[src/rtl/error_comp_arbiter_if.sv]
// rtl/error_comp_arbiter_if.sv - lane request and result handshake bundle for error_comp_arbiter
interface error_comp_arbiter_if #(
   parameter int NUM_LANES = 4,
   parameter int LANE_W    = $clog2(NUM_LANES)
);
   logic [NUM_LANES-1:0]    in_valid;
   logic [NUM_LANES-1:0]    in_ready;
   logic [16*NUM_LANES-1:0] in_error_sum;
   logic [24*NUM_LANES-1:0] in_psum;
   logic                    out_valid;
   logic                    out_ready;
   logic [23:0]             out_sum;
   logic [LANE_W-1:0]       out_lane;

   // Upstream lanes and downstream writeback side
   modport master (
      output in_valid, in_error_sum, in_psum, out_ready,
      input  in_ready, out_valid, out_sum, out_lane
   );

   // Arbiter side
   modport slave (
      input  in_valid, in_error_sum, in_psum, out_ready,
      output in_ready, out_valid, out_sum, out_lane
   );
endinterface

[src/rtl/error_comp_arbiter.sv]
// rtl/error_comp_arbiter.sv - round-robin sharing of one error-compensation adder across MAC lanes
module error_comp_arbiter #(
   parameter int NUM_LANES = 4,
   parameter int LANE_W    = $clog2(NUM_LANES)
) (
   input  logic                      clk,
   input  logic                      rst_n,
   input  logic                      comp_en,
   error_comp_arbiter_if.slave       bus,
   output logic [15:0]               adder_error_sum,
   output logic [23:0]               adder_psum,
   input  logic [23:0]               adder_sum,
   output logic [15:0]               comp_count
);

   logic [LANE_W-1:0]    rr_ptr;
   logic                 out_valid_q;
   logic [23:0]          out_sum_q;
   logic [LANE_W-1:0]    out_lane_q;

   logic                 grant_valid;
   logic [LANE_W-1:0]    grant_idx;
   logic                 slot_free;
   logic                 accept;
   logic [15:0]          lane_err;
   logic [23:0]          lane_psum;
   logic [NUM_LANES-1:0] in_ready_c;
   logic [LANE_W-1:0]    next_ptr;

   // Rotating-priority search: first requesting lane at or after rr_ptr wins
   always_comb begin
      grant_valid = 1'b0;
      grant_idx   = '0;
      for (int k = 0; k < NUM_LANES; k++) begin
         if (!grant_valid && bus.in_valid[(32'(rr_ptr) + 32'(k)) % NUM_LANES]) begin
            grant_valid = 1'b1;
            grant_idx   = LANE_W'((32'(rr_ptr) + 32'(k)) % NUM_LANES);
         end
      end
   end

   assign slot_free = !out_valid_q || bus.out_ready;
   assign accept    = grant_valid && slot_free && rst_n;
   assign lane_err  = bus.in_error_sum[32'(grant_idx)*16 +: 16];
   assign lane_psum = bus.in_psum[32'(grant_idx)*24 +: 24];
   assign next_ptr  = (32'(grant_idx) == NUM_LANES - 1) ? '0 : grant_idx + 1'b1;

   // Grant-steered adder operands and one-hot ready; operands track the grant even when stalled
   always_comb begin
      in_ready_c      = '0;
      adder_psum      = 24'd0;
      adder_error_sum = 16'd0;
      if (grant_valid) begin
         adder_psum      = lane_psum;
         adder_error_sum = comp_en ? lane_err : 16'd0;
      end
      if (accept)
         in_ready_c[grant_idx] = 1'b1;
   end

   assign bus.in_ready  = in_ready_c;
   assign bus.out_valid = out_valid_q;
   assign bus.out_sum   = out_sum_q;
   assign bus.out_lane  = out_lane_q;

   // Single-entry result buffer, round-robin pointer and saturating compensation counter
   always_ff @(posedge clk) begin
      if (!rst_n) begin
         out_valid_q <= 1'b0;
         out_sum_q   <= 24'd0;
         out_lane_q  <= '0;
         rr_ptr      <= '0;
         comp_count  <= 16'd0;
      end else begin
         if (accept) begin
            out_valid_q <= 1'b1;
            out_sum_q   <= adder_sum;
            out_lane_q  <= grant_idx;
            rr_ptr      <= next_ptr;
            if (comp_en && (lane_err != 16'd0) && (comp_count != 16'hFFFF))
               comp_count <= comp_count + 16'd1;
         end else if (out_valid_q && bus.out_ready) begin
            out_valid_q <= 1'b0;
         end
      end
   end

endmodule
[src/flat_wrapper.sv]
// flat-port wrapper written by rule: the top's interface ports become plain ports
module error_comp_arbiter_flat 
#(
   parameter int NUM_LANES = 4,
   parameter int LANE_W    = $clog2(NUM_LANES)
)
  (clk, rst_n, comp_en, adder_error_sum, adder_psum, adder_sum, comp_count, bus_in_valid, bus_in_error_sum, bus_in_psum, bus_out_ready, bus_in_ready, bus_out_valid, bus_out_sum, bus_out_lane);
  error_comp_arbiter_if #(.NUM_LANES(NUM_LANES), .LANE_W(LANE_W)) bus_i ();
  input  logic clk;
  input  logic rst_n;
  input  logic comp_en;
  output logic [15:0] adder_error_sum;
  output logic [23:0] adder_psum;
  input  logic [23:0] adder_sum;
  output logic [15:0] comp_count;
  input wire logic [$bits(bus_i.in_valid)-1:0] bus_in_valid;
  input wire logic [$bits(bus_i.in_error_sum)-1:0] bus_in_error_sum;
  input wire logic [$bits(bus_i.in_psum)-1:0] bus_in_psum;
  input wire logic [$bits(bus_i.out_ready)-1:0] bus_out_ready;
  output wire logic [$bits(bus_i.in_ready)-1:0] bus_in_ready;
  output wire logic [$bits(bus_i.out_valid)-1:0] bus_out_valid;
  output wire logic [$bits(bus_i.out_sum)-1:0] bus_out_sum;
  output wire logic [$bits(bus_i.out_lane)-1:0] bus_out_lane;
  assign bus_i.in_valid = bus_in_valid;
  assign bus_i.in_error_sum = bus_in_error_sum;
  assign bus_i.in_psum = bus_in_psum;
  assign bus_i.out_ready = bus_out_ready;
  assign bus_in_ready = bus_i.in_ready;
  assign bus_out_valid = bus_i.out_valid;
  assign bus_out_sum = bus_i.out_sum;
  assign bus_out_lane = bus_i.out_lane;
  error_comp_arbiter #(.NUM_LANES(NUM_LANES), .LANE_W(LANE_W)) u_core (.clk(clk), .rst_n(rst_n), .comp_en(comp_en), .bus(bus_i), .adder_error_sum(adder_error_sum), .adder_psum(adder_psum), .adder_sum(adder_sum), .comp_count(comp_count));
endmodule
[config.mk]
export PLATFORM = sky130hd
export DESIGN_NAME = error_comp_arbiter_flat
export DESIGN_NICKNAME = d
export VERILOG_FILES = /design/src/rtl/error_comp_arbiter_if.sv /design/src/rtl/error_comp_arbiter.sv /design/src/flat_wrapper.sv
export SDC_FILE = /design/constraint.sdc
export NUM_CORES = 1
export LEC_CHECK = 0
export ABC_AREA = 1
export BUFFER_PORTS_ARGS = -buffer_cell sky130_fd_sc_hd__clkbuf_2
export CELL_PAD_IN_SITES_DETAIL_PLACEMENT = 2
export CELL_PAD_IN_SITES_GLOBAL_PLACEMENT = 2
export CORE_ASPECT_RATIO = 2
export CORE_MARGIN = 2
export CORE_UTILIZATION = 20
export DETAILED_ROUTE_END_ITERATION = 12
export GPL_ROUTABILITY_DRIVEN = 0
export PLACE_DENSITY = 0.86
export SLEW_MARGIN = 15
export SYNTH_ARGS = -nofsm -noshare
export SYNTH_HDL_FRONTEND = slang
export SYNTH_SLANG_ARGS = --single-unit
[constraint.sdc]
create_clock -name clk -period 5.49 [get_ports clk]
set_input_delay 1.3725 -clock clk [delete_from_list [all_inputs] [get_ports clk]]
set_output_delay 1.3725 -clock clk [all_outputs]
set_load 0.1 [all_outputs]
## After elaboration in Yosys (flattened, before gate mapping)

Cells that the tools add are included.

| storage, ports and cells | value |
|---|---|
| flip-flop bits (word level) | 45 |
| bits of input ports | 192 |
| output and inout port bits | 87 |
| logic and storage cells | 63 |

| cells by class | value |
|---|---|
| add/sub/neg operators | 5 |
| multipliers | 1 |
| $lt $le $gt $ge | 6 |
| equality and inequality tests | 2 |
| shifts and indexed selects | 2 |
| multiplexer cells | 25 |
| reduce and logical (&&, ||, !) cells | 17 |

Operators with widths:

| kind | number |
|---|---|
| $shiftx A96 B8 Y24 | 1 |
| $shiftx A64 B7 Y16 | 1 |
| $mux W16 | 2 |
| $mux W24 | 1 |
| $add A16 B1 Y16 const B | 1 |
| $ne A16 B16 Y1 const B | 1 |
| $reduce_bool A16 Y1 | 1 |
| $lt A2 B3 Y1 const B | 5 |
| $mux W1 | 11 |
| $mux W2 | 5 |
| $logic_and A1 B1 Y1 | 9 |
| $bmux W1 S2 | 4 |
| $add A2 B1 Y2 const B | 2 |
| $add A2 B2 Y2 const B | 2 |
| $logic_not A1 Y1 | 4 |
| $mul A2 B2 Y4 const B | 1 |
| $mux W4 | 1 |
| $demux W1 S2 | 1 |
| $eq A2 B2 Y1 const B | 1 |
| $ge A2 B1 Y1 const B | 1 |
| $reduce_and A2 Y1 | 1 |
| $reduce_bool A2 Y1 | 1 |
| $logic_or A1 B1 Y1 | 1 |

## Depth between registers and ports, before layout

| depth | value |
|---|---|
| word-level depth | 17 |
| mapped depth | 23 |
| depth with buffers taken out | 21 |

## Least setup slack after synthesis

No wires, ideal clock.

| path | value |
|---|---|
| path type | input to output |
| from | in bus_in_valid[3] |
| to | out adder_psum[19] |
| arrival time | 4.307 ns |
| required time | 4.118 ns |
| path slack | -0.190 ns |
| stages | 12 |
| buffers on the path | 2 |
| cells stage by stage | inv_1 -> nand2_1 -> nand3_1 -> nand2_1 -> nor2_4 -> nand3_1 -> nand2_1 -> clkbuf_1 -> clkbuf_1 -> o21ai_0 -> o21bai_1 -> a21oi_1 |

| on the way | value |
|---|---|
| longest elaborated chain between the ends | 15 |
| elaborated cells on any way between the ends | 25 |
| those cells by class | mul (1); shift (1); mux (17); reduce/logical (6) |

RTL lines:

| element | line | RTL |
|---|---|---|
| start: declaration | flat_wrapper.sv:16 | `input wire logic [$bits(bus_i.in_valid)-1:0] bus_in_valid;` |
| $bmux W1 S2 | error_comp_arbiter.sv:35 | `if (!grant_valid && bus.in_valid[(32'(rr_ptr) + 32'(k)) % NUM_LANES]) begin` |
| $mux W1 (implied by the code) | error_comp_arbiter.sv:35 |  |
| $mux W1 | error_comp_arbiter.sv:35 |  |
| $logic_not A1 Y1 | error_comp_arbiter.sv:35 |  |
| $logic_and A1 B1 Y1 | error_comp_arbiter.sv:35 |  |
| $mux W1 | error_comp_arbiter.sv:35 |  |
| $logic_not A1 Y1 | error_comp_arbiter.sv:35 |  |
| $logic_and A1 B1 Y1 | error_comp_arbiter.sv:35 |  |
| $mux W1 | error_comp_arbiter.sv:35 |  |
| $logic_not A1 Y1 | error_comp_arbiter.sv:35 |  |
| $logic_and A1 B1 Y1 | error_comp_arbiter.sv:35 |  |
| $mux W2 | error_comp_arbiter.sv:35 |  |
| $mul A2 B2 Y4 | error_comp_arbiter.sv:45 | `assign lane_psum = bus.in_psum[32'(grant_idx)*24 +: 24];` |
| $shiftx A96 B8 Y24 | error_comp_arbiter.sv:45 |  |
| $mux W24 * | error_comp_arbiter.sv:53 | `if (grant_valid) begin` |
| end: declaration | flat_wrapper.sv:13 | `output logic [23:0] adder_psum;` |

Mark *: on every way between the ends. The rest lies on a longest branch, timed or not. The select of a mux whose other input is x is not followed.

## Worst setup path in the final report

| path | value |
|---|---|
| from | in bus_in_valid[1] |
| to | out adder_error_sum[4] |

| on the way | value |
|---|---|
| longest elaborated chain between the ends | 15 |
| elaborated cells on any way between the ends | 25 |
| those cells by class | shift (1); mux (18); reduce/logical (6) |

RTL lines:

| element | line | RTL |
|---|---|---|
| $bmux W1 S2 | error_comp_arbiter.sv:35 |  |
| $mux W1 (implied by the code) | error_comp_arbiter.sv:35 |  |
| $mux W1 | error_comp_arbiter.sv:35 |  |
| $logic_not A1 Y1 | error_comp_arbiter.sv:35 |  |
| $logic_and A1 B1 Y1 | error_comp_arbiter.sv:35 |  |
| $mux W1 | error_comp_arbiter.sv:35 |  |
| $logic_not A1 Y1 | error_comp_arbiter.sv:35 |  |
| $logic_and A1 B1 Y1 | error_comp_arbiter.sv:35 |  |
| $mux W1 | error_comp_arbiter.sv:35 |  |
| $logic_not A1 Y1 | error_comp_arbiter.sv:35 |  |
| $logic_and A1 B1 Y1 | error_comp_arbiter.sv:35 |  |
| $mux W2 | error_comp_arbiter.sv:35 |  |
| $shiftx A64 B7 Y16 | error_comp_arbiter.sv:44 | `assign lane_err = bus.in_error_sum[32'(grant_idx)*16 +: 16];` |
| $mux W16 | error_comp_arbiter.sv:55 | `adder_error_sum = comp_en ? lane_err : 16'd0;` |
| $mux W16 * | error_comp_arbiter.sv:53 |  |
| end: declaration | flat_wrapper.sv:12 | `output logic [15:0] adder_error_sum;` |

Marks and branches as above.

==> results by stage <==
Placed design:
- At the placement stage, the worst setup path has a slack of 0.4075 ns.
- Summed over all nets, the half-perimeter wirelength after detailed placement is 17.69 mm.
- After detailed placement, the total cell area comes to 0.006480 mm2.
- The number of port buffers is 278.

Setup path:
- In this run the critical register-to-register path is launched from u_core.rr_ptr[0].
- The critical path capture point type is an output port.
- Data on the critical path arrives at its endpoint at 3.69 ns.
- The cell family contributing the most delay on the critical path is buffers and inverters.
- The largest individual stage delay along the critical path comes from the cell sky130_fd_sc_hd__inv_2.
- Counting both buffers and inverters, the worst setup path holds a total of 6.
- In this design, the stage delay of the slowest critical-path cell is 0.39 ns.
- The critical path's most frequent cell is sky130_fd_sc_hd__nand2_1.
- Along the worst path, the maximum fanout reaches 34.
- Traced cell by cell, the critical path runs through clkbuf_2 > inv_1 > nand2_1 > nand3_1 > nand2_1 > inv_1 > nand2_1 > nand2_1 > nand3_4 > inv_2 > buf_4 > nand2_1 > nand2_1 > nand2_1 > a21oi_1 > buf_12.
- The required time of the worst setup path is 4.12 ns.
- The worst setup path is launched from a primary input.
- The worst setup path startpoint is bus_in_valid[1].
- The worst setup path is of the in -> out kind.

Floorplanning:
- The vertical extent of the die is 206.0 um.
- The initial utilization of the core area, before any placement, comes to 0.2022.
- The I/O pin count is 279.
- The number of placement rows is 74.
- The die covers 0.02163 mm2.
- The area of the core region is 0.02018 mm2.
- The die boundary width is 105.0 um.

CTS:
- The tree is rooted in a sky130_fd_sc_hd__clkbuf_16.
- The number of buffers inserted by post-CTS setup repair is 0.
- Counting along the longest clock path gives a buffer depth of 2.
- The count of hold-fix buffers inserted at cts is 0.
- The clock tree synthesis step divided the H-tree into 2 levels.
- The number of gates resized after CTS was 0.
- After clock tree synthesis, the clock-pin slew on the worst setup and hold paths is 0.06 ns.
- TritonCTS built the clock tree.
- Buffers inserted during clock tree synthesis total 5.
- The clock latency at the later pin of the worst-skew pair is 0.29 ns.
- Counting every sink on the clock net gives 45.

Finish:
- The utilization after layout is 0.3306.
- Of the cells placed in the final design, the portion with a size suffix greater than 1 is 0.3491.
- The total number of nets in the final design is 1170.
- The summed area of non-filler cells in the final layout is 0.006673 mm2.
- The area growth from synthesis to layout is 63.49%.

STA:
- Setup slack on the critical path of the routed design comes to 0.4308 ns.
- At the pin with the least slew margin, the transition time is 0.7665 ns.
- The final number of hold-violating endpoints is 0.
- Measured against its own limit, the worst slew margin works out to 0.4858.
- The largest clock skew in the final design is 0.005395 ns.
- Setup violations remaining at the end of the flow were counted as 0.
- The final sum of negative setup slack is 0 ns.
- Setup repair after global routing left no endpoint under its margin.
- Based on the critical path, the design can be clocked at up to 197.7 MHz.
- The smallest clock period supported by the final layout is computed as 5.059 ns.
- The final max-slew violation count is 0.
- In the finished design, the share of the clock period the worst path needs comes to 0.9215.

Route:
- The antenna violation net count after detailed routing is 0.
- In this run, the number of DRC markers left after iteration 0 of detailed routing was 130.
- Dividing the detail-routed wire length by the instance count gives 17.47 um.
- The per-cell via count in the routed design is 4.757.
- The routed wire length is 21.68 mm.
- The number of detailed-routing iterations run before antenna repair is 4.
- After detailed routing, the number of remaining DRC violations is 0.
- The number of vias in the routed layout is 5904.

GRT:
- In the global route stage, overall resource usage came out at 0.1960.
- The first global-routing pass estimated 34.37 mm of wire.
- The largest net degree at the start of global routing is 85.
- Global routing finished with a remaining overflow of 0.
- The via count of the first global-routing pass is 6632.
- The number of antenna violations at the first check in global routing is 1.

Logic synthesis:
- Yosys mapped a number of flops with a built-in enable equal to 0.
- The average instance area after synthesis is 5.661 um2.
- The part of the Yosys area used for sequential elements is 0.2207.
- Yosys attributes the largest share of cell area to sky130_fd_sc_hd__dfxtp_1 (22%), sky130_fd_sc_hd__nand2_1 (16%), sky130_fd_sc_hd__nand3_1 (11%).
- The number of storage elements in the synthesis netlist is 45.
- The cell with the most instances after synthesis is sky130_fd_sc_hd__nand2_1.
- The largest total area in the synthesized netlist belongs to sky130_fd_sc_hd__dfxtp_1.
- The number of distinct library cell variants in the gate-level netlist after synthesis is 28.
- Among all flip-flop cells after synthesis, the most frequent one is sky130_fd_sc_hd__dfxtp_1.
- In the synthesized netlist, the cells that appear most often are sky130_fd_sc_hd__nand2_1 (173), sky130_fd_sc_hd__nand3_1 (89), sky130_fd_sc_hd__inv_1 (84), sky130_fd_sc_hd__nor2_1 (76), sky130_fd_sc_hd__a21oi_1 (60).
- Summing every instance area after synthesis gives 0.004081 mm2.
- For this run, asynchronously set or reset flops after synthesis account for 0.
- The synthesized instance count is 721.
- The Yosys step of the flow raised 0 warnings.
- The net count after synthesis is 918.
- The share of synthesized area in the top cell type comes to 0.2207.

Outcome:
- The flow ran to the end, and the final reports show no timing, DRC or antenna violations.

Flow run:
- Across the run, the number of max-cap violations was 0.

Worst hold path:
- The startpoint identified for the worst hold timing path is u_core.bus.out_sum[7].
- The type of the worst min-delay path is reg -> reg.
placed cells by master (no fill, tap or decap), types with 3 or more instances in the layout:
master,synthesis,layout
sky130_fd_sc_hd__a21oi_2,0,24
sky130_fd_sc_hd__nor2_1,76,74
sky130_fd_sc_hd__dfxtp_1,45,45
sky130_fd_sc_hd__ha_1,5,5
sky130_fd_sc_hd__buf_4,3,12
sky130_fd_sc_hd__inv_2,5,5
sky130_fd_sc_hd__nor3_1,3,3
sky130_fd_sc_hd__o21bai_1,24,24
sky130_fd_sc_hd__clkbuf_2,0,234
sky130_fd_sc_hd__inv_1,84,84
sky130_fd_sc_hd__nand2_1,173,172
sky130_fd_sc_hd__clkbuf_16,0,5
sky130_fd_sc_hd__buf_12,0,46
sky130_fd_sc_hd__o21ai_0,52,52
sky130_fd_sc_hd__nand3_1,89,89
sky130_fd_sc_hd__nor2_2,2,4
sky130_fd_sc_hd__xnor2_1,4,4
sky130_fd_sc_hd__a21oi_1,60,36
sky130_fd_sc_hd__xor2_1,10,10
sky130_fd_sc_hd__nand4_1,32,32
per-layer routing:
metal / global-route usage / vias up / routed length (um)
met5: 0 / - / 0
met4: 0.04619 / 0 / 531
met3: 0.06906 / 21 / 1973
met2: 0.3609 / 253 / 10990
met1: 0.2128 / 2790 / 8183
li1: - / 2840 / -
tightest hold or removal path, stage by stage, from the launching register on:
cell	delay, ns
sky130_fd_sc_hd__dfxtp_1	0.31
sky130_fd_sc_hd__nand3_1	0.07
sky130_fd_sc_hd__nand2_1	0.04
kinds of logic (layout without fill, tap and decap cells):
kind of cell,after synthesis,in the layout,synth area share
adder cells (fa/ha/maj),5,5,0.01533
flip-flops,45,45,0.2207
AO/OA/AOI/OAI,137,137,0.1836
XOR/XNOR,14,14,0.03004
buffers and inverters,138,391,0.1379
AND/OR/NAND/NOR,382,382,0.4123
other,0,1,0
worst paths after layout:
path | to | slack, ns | depth (start not counted)
setup / recovery | adder_error_sum[4] | 0.43 | 16
hold / removal | u_core.bus.out_sum[7] | 0.47 | 2
setup reg to reg | u_core.bus.out_lane[0] | 1.88 | 13
hold reg to reg | u_core.bus.out_sum[7] | 0.47 | 2
metrics by stage:
| stage | std cells | hold WS (ns) |
|---|---|---|
| final | 1241 | 0.4671 |
| after global routing | 1241 | 0.4867 |
| after CTS | 1240 | 0.4702 |
| after detailed placement | 1232 | 0.4606 |
| after global placement | 1232 | 0.4515 |
| after floorplan | 721 | 0.5075 |
registers in the layout, indices dropped and copies added, names as in the netlist:
register and count:
u_core.bus.out_sum 24, u_core.rr_ptr 2, u_core.comp_count 16, u_core.bus.out_lane 2
u_core.bus.out_valid 1
cell type report:
type / count / area (um2)
Fill cell: 2567 / 13510
Multi-Input combinational cell: 538 / 2723
Timing Repair Buffer: 292 / 2182
Sequential cell: 45 / 900.9
Inverter: 91 / 341.6
Tap cell: 266 / 332.8
Clock buffer: 5 / 125.1
Clock inverter: 3 / 65.06
Antenna cell: 1 / 2.502
Power is left out: the tool's default activity adds up to more than one toggle a clock period on the data nets, which glitch-free logic cannot reach.
